## config.mk

```make
export PLATFORM = sky130hd
export DESIGN_NAME = cam_seq_ctrl_flat
export DESIGN_NICKNAME = d
export VERILOG_FILES = /design/src/rtl/cam_pkg.sv /design/src/rtl/cam_seq_ctrl_if.sv /design/src/rtl/cam_prio_enc.sv /design/src/rtl/cam_seq_ctrl.sv /design/src/flat_wrapper.sv
export SDC_FILE = /design/constraint.sdc
export NUM_CORES = 1
export LEC_CHECK = 0
export BUFFER_PORTS_ARGS = -buffer_cell sky130_fd_sc_hd__clkbuf_2
export CORE_MARGIN = 4
export CORE_UTILIZATION = 53
export CTS_BUF_LIST = sky130_fd_sc_hd__clkbuf_8
export DETAILED_ROUTE_END_ITERATION = 16
export GPL_TIMING_DRIVEN = 1
export PLACE_DENSITY_LB_ADDON = 0.3
export SLEW_MARGIN = 20
export SYNTH_ARGS = -nofsm -noshare
export SYNTH_HDL_FRONTEND = slang
export SYNTH_SLANG_ARGS = --single-unit
```

## constraint.sdc

```tcl
create_clock -name clk -period 4.3 [get_ports clk]
set_clock_uncertainty 0.2 [all_clocks]
set_input_delay 0.645 -clock clk [delete_from_list [all_inputs] [get_ports clk]]
set_output_delay 0.645 -clock clk [all_outputs]
set_load 0.05 [all_outputs]
```

## src/rtl/cam_pkg.sv

```systemverilog
// Shared op-codes, sequencer states and default geometry for the CAM command sequencer.
package cam_pkg;

   localparam int CAM_WORDS = 64;
   localparam int CAM_WIDTH = 32;
   localparam int CAM_IDXW  = 6;
   localparam int CAM_LATW  = 3;

   typedef enum logic [2:0] {
      CAM_NOP          = 3'd0,
      CAM_SEARCH       = 3'd1,
      CAM_WRITE_TAGGED = 3'd2,
      CAM_READ_ALL     = 3'd3,
      CAM_COUNT        = 3'd4,
      CAM_SET_ALL      = 3'd5
   } cam_op_e;

   typedef enum logic [2:0] {
      ST_IDLE,
      ST_SEARCH,
      ST_SETTLE,
      ST_WRITE,
      ST_SEL,
      ST_RD,
      ST_CLR,
      ST_RSP
   } cam_state_e;

endpackage

```

## src/rtl/cam_seq_ctrl_if.sv

```systemverilog
// Host-side command and response channels of the CAM sequencer (valid/ready both ways).
interface cam_seq_ctrl_if #(
   parameter int WIDTH = 32,
   parameter int IDXW  = 6
);
   logic             cmd_valid;
   logic             cmd_ready;
   logic [2:0]       cmd_op;
   logic [WIDTH-1:0] cmd_comparand;
   logic [WIDTH-1:0] cmd_mask;
   logic [WIDTH-1:0] cmd_data;

   logic             rsp_valid;
   logic             rsp_ready;
   logic [WIDTH-1:0] rsp_data;
   logic [IDXW-1:0]  rsp_index;
   logic             rsp_last;

   modport master (
      output cmd_valid, cmd_op, cmd_comparand, cmd_mask, cmd_data, rsp_ready,
      input  cmd_ready, rsp_valid, rsp_data, rsp_index, rsp_last
   );

   modport slave (
      input  cmd_valid, cmd_op, cmd_comparand, cmd_mask, cmd_data, rsp_ready,
      output cmd_ready, rsp_valid, rsp_data, rsp_index, rsp_last
   );
endinterface

```

## src/rtl/cam_prio_enc.sv

```systemverilog
// Lowest-set-index priority encoder over the responder vector; purely combinational.
module cam_prio_enc #(
   parameter int WORDS = 64,
   parameter int IDXW  = 6
) (
   input  logic [WORDS-1:0] tags,
   output logic [IDXW-1:0]  first,
   output logic             any
);

   // Scanning downward lets the lowest set bit win without a break.
   always_comb begin
      first = '0;
      for (int i = WORDS - 1; i >= 0; i--) begin
         if (tags[i]) begin
            first = IDXW'(i);
         end
      end
   end

   assign any = |tags;

endmodule

```

## src/rtl/cam_seq_ctrl.sv

```systemverilog
// CAM command sequencer: host commands become registered one-cycle array strobes and counted/read responses.
// A response is held in RSP until rsp_ready; no strobe fires while a response is pending.
module cam_seq_ctrl
   import cam_pkg::*;
#(
   parameter int WORDS      = CAM_WORDS,
   parameter int WIDTH      = CAM_WIDTH,
   parameter int SEARCH_LAT = 2,
   parameter int IDXW       = CAM_IDXW
) (
   input  logic             clk,
   input  logic             rst_n,
   cam_seq_ctrl_if.slave    bus,
   output logic [WIDTH-1:0] comparand,
   output logic [WIDTH-1:0] mask,
   output logic             perform_search,
   output logic             set,
   output logic             select_first,
   output logic             tag_clr,
   output logic [IDXW-1:0]  tag_clr_idx,
   output logic             write_en,
   output logic [WIDTH-1:0] write_data,
   input  logic [WORDS-1:0] tags,
   input  logic [WIDTH-1:0] read_data,
   output logic             err
);

   cam_state_e          state, state_nxt;
   logic [2:0]          op, op_nxt;
   logic [CAM_LATW-1:0] lat_cnt, lat_nxt;
   logic                walk, walk_nxt;
   logic                err_nxt;
   logic                load_cmd;
   logic                set_nxt, ps_nxt, sel_nxt, clr_nxt, wr_nxt;
   logic                cmd_ready_q, rsp_valid_q, rsp_last_q, rlast_nxt;
   logic [WIDTH-1:0]    rsp_data_q, rdat_nxt;
   logic [IDXW-1:0]     rsp_index_q, ridx_nxt;
   logic [IDXW-1:0]     first;
   logic                any;

   function automatic logic [IDXW:0] popcount(input logic [WORDS-1:0] v);
      logic [IDXW:0] c;
      c = '0;
      for (int i = 0; i < WORDS; i++) begin
         c = c + (IDXW+1)'(v[i]);
      end
      return c;
   endfunction

   function automatic logic [WORDS-1:0] onehot(input logic [IDXW-1:0] i);
      logic [WORDS-1:0] v;
      v    = '0;
      v[i] = 1'b1;
      return v;
   endfunction

   cam_prio_enc #(.WORDS(WORDS), .IDXW(IDXW)) u_prio (
      .tags  (tags),
      .first (first),
      .any   (any)
   );

   always_comb begin
      state_nxt = state;
      op_nxt    = op;
      lat_nxt   = lat_cnt;
      walk_nxt  = walk;
      err_nxt   = err;
      load_cmd  = 1'b0;
      set_nxt   = 1'b0;
      ps_nxt    = 1'b0;
      sel_nxt   = 1'b0;
      clr_nxt   = 1'b0;
      wr_nxt    = 1'b0;
      rdat_nxt  = rsp_data_q;
      ridx_nxt  = rsp_index_q;
      rlast_nxt = rsp_last_q;
      case (state)
         ST_IDLE: begin
            if (bus.cmd_valid && cmd_ready_q) begin
               load_cmd  = 1'b1;
               op_nxt    = bus.cmd_op;
               rdat_nxt  = '0;
               ridx_nxt  = '0;
               rlast_nxt = 1'b1;
               case (bus.cmd_op)
                  CAM_NOP: state_nxt = ST_RSP;
                  CAM_SEARCH, CAM_SET_ALL: begin
                     state_nxt = ST_SEARCH;
                     set_nxt   = 1'b1;
                  end
                  CAM_WRITE_TAGGED: begin
                     state_nxt = ST_WRITE;
                     wr_nxt    = 1'b1;
                  end
                  CAM_READ_ALL: begin
                     walk_nxt  = any;
                     state_nxt = any ? ST_SEL : ST_RSP;
                     sel_nxt   = any;
                  end
                  // COUNT reuses SETTLE with the wait already expired: sample next cycle.
                  CAM_COUNT: begin
                     state_nxt = ST_SETTLE;
                     lat_nxt   = CAM_LATW'(SEARCH_LAT);
                  end
                  default: begin
                     state_nxt = ST_RSP;
                     err_nxt   = 1'b1;
                  end
               endcase
            end
         end
         ST_SEARCH: begin
            if (op == CAM_SEARCH) begin
               state_nxt = ST_SETTLE;
               ps_nxt    = 1'b1;
               lat_nxt   = '0;
            end else begin
               state_nxt = ST_RSP;
            end
         end
         ST_SETTLE: begin
            if (lat_cnt == CAM_LATW'(SEARCH_LAT)) begin
               rdat_nxt  = WIDTH'(popcount(tags));
               state_nxt = ST_RSP;
            end else begin
               lat_nxt = lat_cnt + 3'd1;
            end
         end
         ST_WRITE: state_nxt = ST_RSP;
         ST_SEL:   state_nxt = ST_RD;
         ST_RD: begin
            rdat_nxt  = read_data;
            ridx_nxt  = first;
            rlast_nxt = ~|(tags & ~onehot(first));
            state_nxt = ST_RSP;
         end
         ST_RSP: begin
            if (bus.rsp_ready) begin
               state_nxt = walk ? ST_CLR : ST_IDLE;
               clr_nxt   = walk;
            end
         end
         ST_CLR: begin
            if (|(tags & ~onehot(rsp_index_q))) begin
               state_nxt = ST_SEL;
               sel_nxt   = 1'b1;
            end else begin
               state_nxt = ST_IDLE;
               walk_nxt  = 1'b0;
            end
         end
         default: state_nxt = ST_IDLE;
      endcase
   end

   always_ff @(posedge clk or negedge rst_n) begin
      if (!rst_n) begin
         state          <= ST_IDLE;
         op             <= '0;
         lat_cnt        <= '0;
         walk           <= 1'b0;
         err            <= 1'b0;
         cmd_ready_q    <= 1'b0;
         rsp_valid_q    <= 1'b0;
         rsp_data_q     <= '0;
         rsp_index_q    <= '0;
         rsp_last_q     <= 1'b0;
         set            <= 1'b0;
         perform_search <= 1'b0;
         select_first   <= 1'b0;
         tag_clr        <= 1'b0;
         tag_clr_idx    <= '0;
         write_en       <= 1'b0;
         comparand      <= '0;
         mask           <= '0;
         write_data     <= '0;
      end else begin
         state          <= state_nxt;
         op             <= op_nxt;
         lat_cnt        <= lat_nxt;
         walk           <= walk_nxt;
         err            <= err_nxt;
         cmd_ready_q    <= (state_nxt == ST_IDLE);
         rsp_valid_q    <= (state_nxt == ST_RSP);
         rsp_data_q     <= rdat_nxt;
         rsp_index_q    <= ridx_nxt;
         rsp_last_q     <= rlast_nxt;
         set            <= set_nxt;
         perform_search <= ps_nxt;
         select_first   <= sel_nxt;
         tag_clr        <= clr_nxt;
         tag_clr_idx    <= clr_nxt ? rsp_index_q : '0;
         write_en       <= wr_nxt;
         if (load_cmd) begin
            comparand  <= bus.cmd_comparand;
            mask       <= bus.cmd_mask;
            write_data <= bus.cmd_data;
         end
      end
   end

   assign bus.cmd_ready = cmd_ready_q;
   assign bus.rsp_valid = rsp_valid_q;
   assign bus.rsp_data  = rsp_data_q;
   assign bus.rsp_index = rsp_index_q;
   assign bus.rsp_last  = rsp_last_q;

endmodule

```

## src/flat_wrapper.sv

```systemverilog
// flat-port wrapper written by rule: the top's interface ports become plain ports
module cam_seq_ctrl_flat import cam_pkg::*;
#(
   parameter int WORDS      = CAM_WORDS,
   parameter int WIDTH      = CAM_WIDTH,
   parameter int SEARCH_LAT = 2,
   parameter int IDXW       = CAM_IDXW
)
  (clk, rst_n, comparand, mask, perform_search, set, select_first, tag_clr, tag_clr_idx, write_en, write_data, tags, read_data, err, bus_cmd_valid, bus_cmd_op, bus_cmd_comparand, bus_cmd_mask, bus_cmd_data, bus_rsp_ready, bus_cmd_ready, bus_rsp_valid, bus_rsp_data, bus_rsp_index, bus_rsp_last);
  cam_seq_ctrl_if #(.WIDTH(WIDTH), .IDXW(IDXW)) bus_i ();
  input  logic clk;
  input  logic rst_n;
  output logic [WIDTH-1:0] comparand;
  output logic [WIDTH-1:0] mask;
  output logic perform_search;
  output logic set;
  output logic select_first;
  output logic tag_clr;
  output logic [IDXW-1:0] tag_clr_idx;
  output logic write_en;
  output logic [WIDTH-1:0] write_data;
  input  logic [WORDS-1:0] tags;
  input  logic [WIDTH-1:0] read_data;
  output logic err;
  input wire logic [$bits(bus_i.cmd_valid)-1:0] bus_cmd_valid;
  input wire logic [$bits(bus_i.cmd_op)-1:0] bus_cmd_op;
  input wire logic [$bits(bus_i.cmd_comparand)-1:0] bus_cmd_comparand;
  input wire logic [$bits(bus_i.cmd_mask)-1:0] bus_cmd_mask;
  input wire logic [$bits(bus_i.cmd_data)-1:0] bus_cmd_data;
  input wire logic [$bits(bus_i.rsp_ready)-1:0] bus_rsp_ready;
  output wire logic [$bits(bus_i.cmd_ready)-1:0] bus_cmd_ready;
  output wire logic [$bits(bus_i.rsp_valid)-1:0] bus_rsp_valid;
  output wire logic [$bits(bus_i.rsp_data)-1:0] bus_rsp_data;
  output wire logic [$bits(bus_i.rsp_index)-1:0] bus_rsp_index;
  output wire logic [$bits(bus_i.rsp_last)-1:0] bus_rsp_last;
  assign bus_i.cmd_valid = bus_cmd_valid;
  assign bus_i.cmd_op = bus_cmd_op;
  assign bus_i.cmd_comparand = bus_cmd_comparand;
  assign bus_i.cmd_mask = bus_cmd_mask;
  assign bus_i.cmd_data = bus_cmd_data;
  assign bus_i.rsp_ready = bus_rsp_ready;
  assign bus_cmd_ready = bus_i.cmd_ready;
  assign bus_rsp_valid = bus_i.rsp_valid;
  assign bus_rsp_data = bus_i.rsp_data;
  assign bus_rsp_index = bus_i.rsp_index;
  assign bus_rsp_last = bus_i.rsp_last;
  cam_seq_ctrl #(.WORDS(WORDS), .WIDTH(WIDTH), .SEARCH_LAT(SEARCH_LAT), .IDXW(IDXW)) u_core (.clk(clk), .rst_n(rst_n), .bus(bus_i), .comparand(comparand), .mask(mask), .perform_search(perform_search), .set(set), .select_first(select_first), .tag_clr(tag_clr), .tag_clr_idx(tag_clr_idx), .write_en(write_en), .write_data(write_data), .tags(tags), .read_data(read_data), .err(err));
endmodule
```

==> run summary <==
status -> finished with violations
failing checks -> setup timing
final hold vios -> 0
Final Cell Area -> 14,140 sq um
Root Driver -> clkbuf_8
FF-to-FF Start -> u_core.bus.rsp_index[0]
Buf/Inv on CP -> 3
max-cap violations -> 0
DP Worst Slack -> -2638 ps
Post-DP HPWL -> 36.55 mm
Worst path slowest cell -> fa_1
Crit path arrival time -> 6560 ps
reg2reg end -> u_core.bus.rsp_valid
initial antenna violation count -> 0
largest family of logic cells by synthesized area -> compound AO/OA/AOI/OAI gates
top cells by area, synth -> dfrtp_1, mux2_2, fa_1
Final Util -> 72.63%
sequential share of the synthesized area -> 37.94%
chip width -> 148.7 um
Vias/cell -> 6.274
Hold Path Class -> in -> async
Worst Reg-to-Reg Cells -> 10
leading area contributor after synthesis -> dfrtp_1
placed cell area -> 13,590 sq um
Syn-to-layout area delta -> 34.81%
Final GP Congestion -> 1.100
core area -> 19,460 sq um
Post-Syn Area per Cell -> 10.03 sq um
total congestion overflow -> 0
CTS Hold Bufs -> 0
unrepaired setup endpoints after global routing -> true
EDFF count, synth -> 0
Die Area -> 22,100 sq um
Max Root-Sink Buffers -> 2
most frequent CP cell -> fa_1
Crit path largest cell delay -> 590 ps
Final Routed Wirelength -> 46.38 mm
Async SR Flop Fraction -> 100.0%
total clock sinks -> 159
Max Fclk -> 156.9 MHz
pwr dens -> 873.6 nW/um^2
Clock Pin Slew Worst Setup and Hold Paths -> 110 ps
IO Pins -> 348
mux cell area share after synthesis -> 10.62%
post-layout min period -> 6372 ps
CP top delay family -> adder cells
final worst setup slack -> -2072 ps
Slew headroom -> 41.54%
first-pass GRT wire length -> 68.68 mm
fraction of layout cells with a size suffix above 1 -> 44.17%
Final ANT Viol Nets -> 0
Yosys top cell area share -> 37.94%
vias -> 11,300
Sequential Area -> 3979 sq um
library cells used by synthesis -> 73
number of DRC markers in iteration 0 -> 1,207
YS warnings -> 0
Initial Utilization -> 53.88%
Max rail drop VDD -> 0.001538 V
number of instances in the placed design -> 1,763
Site Rows -> 51
DR DRC count -> 0
post-synthesis cell count -> 1,046
Slew Limit Fails -> 0
crit path cell chain -> clkbuf_16 -> inv_12 -> ha_4 -> inv_2 -> fa_1 -> fa_1 -> fa_1 -> fa_1 -> fa_1 -> fa_1 -> fa_1 -> fa_1 -> fa_2 -> fa_2 -> nor2b_1 -> o21ai_1 -> nand2b_1 -> a21o_1 -> a21o_1 -> a221oi_2 -> a21oi_1
CTS Buf Count -> 17
setup slack, reg-to-reg -> 800 ps
CTS tree -> yes
GR Util All Layers -> 41.30%
CP Launch Type -> primary input
Wirelength per Cell -> 25.75 um
Worst-Margin Slew -> 876.9 ps
Synth Area in Adders -> 12.58%
LEAKAGE -> 7.237 nW
NumNets Final -> 1,794
clock latency at the later pin of the worst-skew pair -> 450 ps
fin cells -> 1,801
crit end category -> register
largest net degree at the start of global routing -> 98
Simple-Gate Fraction of Synth Area -> 14.49%
# setup viols final -> 7
Seq cells post-synth -> 159
compound-cell area share of the yosys netlist -> 17.99%
top_reg_cell synth -> dfrtp_1
drt first pass iters -> 5
H-tree Lvls -> 4
Mapped Area -> 10,490 sq um
Mapped Nets -> 1,318
Port Buffer Count -> 347
area of the multi-input gates -> 5933 sq um
CP required -> 4490 ps
fillcell total -> 1,392
period utilisation layout -> 148.2%
vias in the first global route -> 11,850
post-synthesis xor/xnor area fraction -> 0.4176%
Die H -> 148.7 um
CP Max Fanout -> 2
critical path type -> in -> reg
==> cells in the mapped netlist, drive strengths merged, types with 4 or more instances <==
cell / count
dfrtp: 159
inv: 109
o21ai: 99
mux2: 98
nor2: 56
fa: 54
nand2: 46
clkbuf: 45
nand4: 33
a21oi: 30
nand3: 28
a22o: 25
nor3: 24
nor4: 21
ha: 19
o31ai: 14
nor2b: 12
o32ai: 10
nand2b: 9
a22oi: 8
and2: 8
or3: 8
or4: 8
buf: 7
nand3b: 7
o2111ai: 7
a211oi: 6
a21o: 6
a221oi: 6
and3: 6
o211ai: 6
o22ai: 6
a2111oi: 5
o21a: 5
a41oi: 4
o221ai: 4
or3b: 4
==> metrics by stage <==
step	TNS (ps)	total power, mW	hold WS [ps]
3_5_place_dp	-17220	10.80	270.4
3_3_place_gp	-16350	10.38	263.7
5_1_grt	-14340	13.27	112.2
4_1_cts	-13110	12.21	92.54
6_report	-13240	12.35	65.52
2_1_floorplan	-12870	7.682	149.4
==> logic make-up (layout without fill, tap and decap cells) <==
kind of cell | count (synthesis) | after routing
compound gates | 269 | 269
xor+xnor | 5 | 5
fa+ha+maj | 73 | 73
buf+inv | 161 | 650
flops | 159 | 159
mux | 99 | 99
other cells | 0 | 1
simple gates | 280 | 280
==> flip-flops by register name (all words and copies together) (netlist names), 3 cells and up <==
name	count
u_core.lat_cnt	3
u_core.bus.rsp_data	32
u_core.tag_clr_idx	6
u_core.comparand	32
u_core.op	3
u_core.mask	32
u_core.bus.rsp_index	6
u_core.state	3
u_core.write_data	32
==> layer usage <==
layer / vias up / global-route usage [%] / part of all wire [%]
li1: 4758 / - / -
met1: 5434 / 50.17 / 35
met2: 894 / 65.13 / 46
met3: 214 / 15.08 / 13
met4: 0 / 20.69 / 5.6
met5: - / 0 / 0
==> report_power, final <==
group          internal (mW)  switching (mW)  leakage, nW  total (mW)
sequential              1.94           0.345         2.13        2.28
clock                  0.566           0.652        0.223        1.22
combinational           3.83            5.02         4.88        8.85
==> placed cells by master (no fill, tap or decap), drive strengths merged, types with 9 or more instances in the layout <==
master	instances
clkbuf	363
buf	164
dfrtp	159
inv	117
o21ai	99
mux2	98
nor2	56
fa	54
nand2	46
nand4	33
a21oi	30
nand3	28
a22o	25
nor3	24
nor4	21
ha	19
o31ai	14
nor2b	12
o32ai	10
nand2b	9
==> worst register-to-register path, stage by stage (launching register included) <==
cell	delay, ps
dfrtp_1	520
or3b_2	620
o21ai_0	180
nand4_1	170
nor4_1	380
nand3_1	130
nor4_1	310
buf_4	200
o21ai_1	60
a221o_1	430
and3_1	200
==> how the worst max path moves through the flow <==
| stage | startpoint | end | slack (ps) | cells after the start |
|---|---|---|---|---|
| after floorplan | tags[1] | u_core.bus.rsp_data[4] | -2020 | 19 |
| after global placement | tags[1] | u_core.bus.rsp_data[4] | -2500 | 20 |
| after detailed placement | tags[1] | u_core.bus.rsp_data[6] | -2640 | 21 |
| after CTS | tags[54] | u_core.bus.rsp_data[6] | -2030 | 23 |
| after global routing | tags[1] | u_core.bus.rsp_data[5] | -2270 | 22 |
| final | tags[1] | u_core.bus.rsp_data[6] | -2070 | 21 |
==> area by class of cell <==
class                   instances  share of cell area [%]
diodes                          1                 0.01770
clock inverters                14                   1.354
repair buffers                509                   21.38
well taps                     265                   2.346
multi-input cells             726                   41.97
inverters                     109                   3.036
flip-flops and latches        159                   28.15
clock buffers                  18                   1.753
==> what timing repair did <==
item / 4_1_cts / 5_1_grt
cloned: 0 / 0
setup buffers: 2 / 2
pin swaps: 2 / 4
setup endpoints to repair: 7 / 7
resized for setup: 6 / 4
No activity file was read; power rests on OpenSTA's default activity.
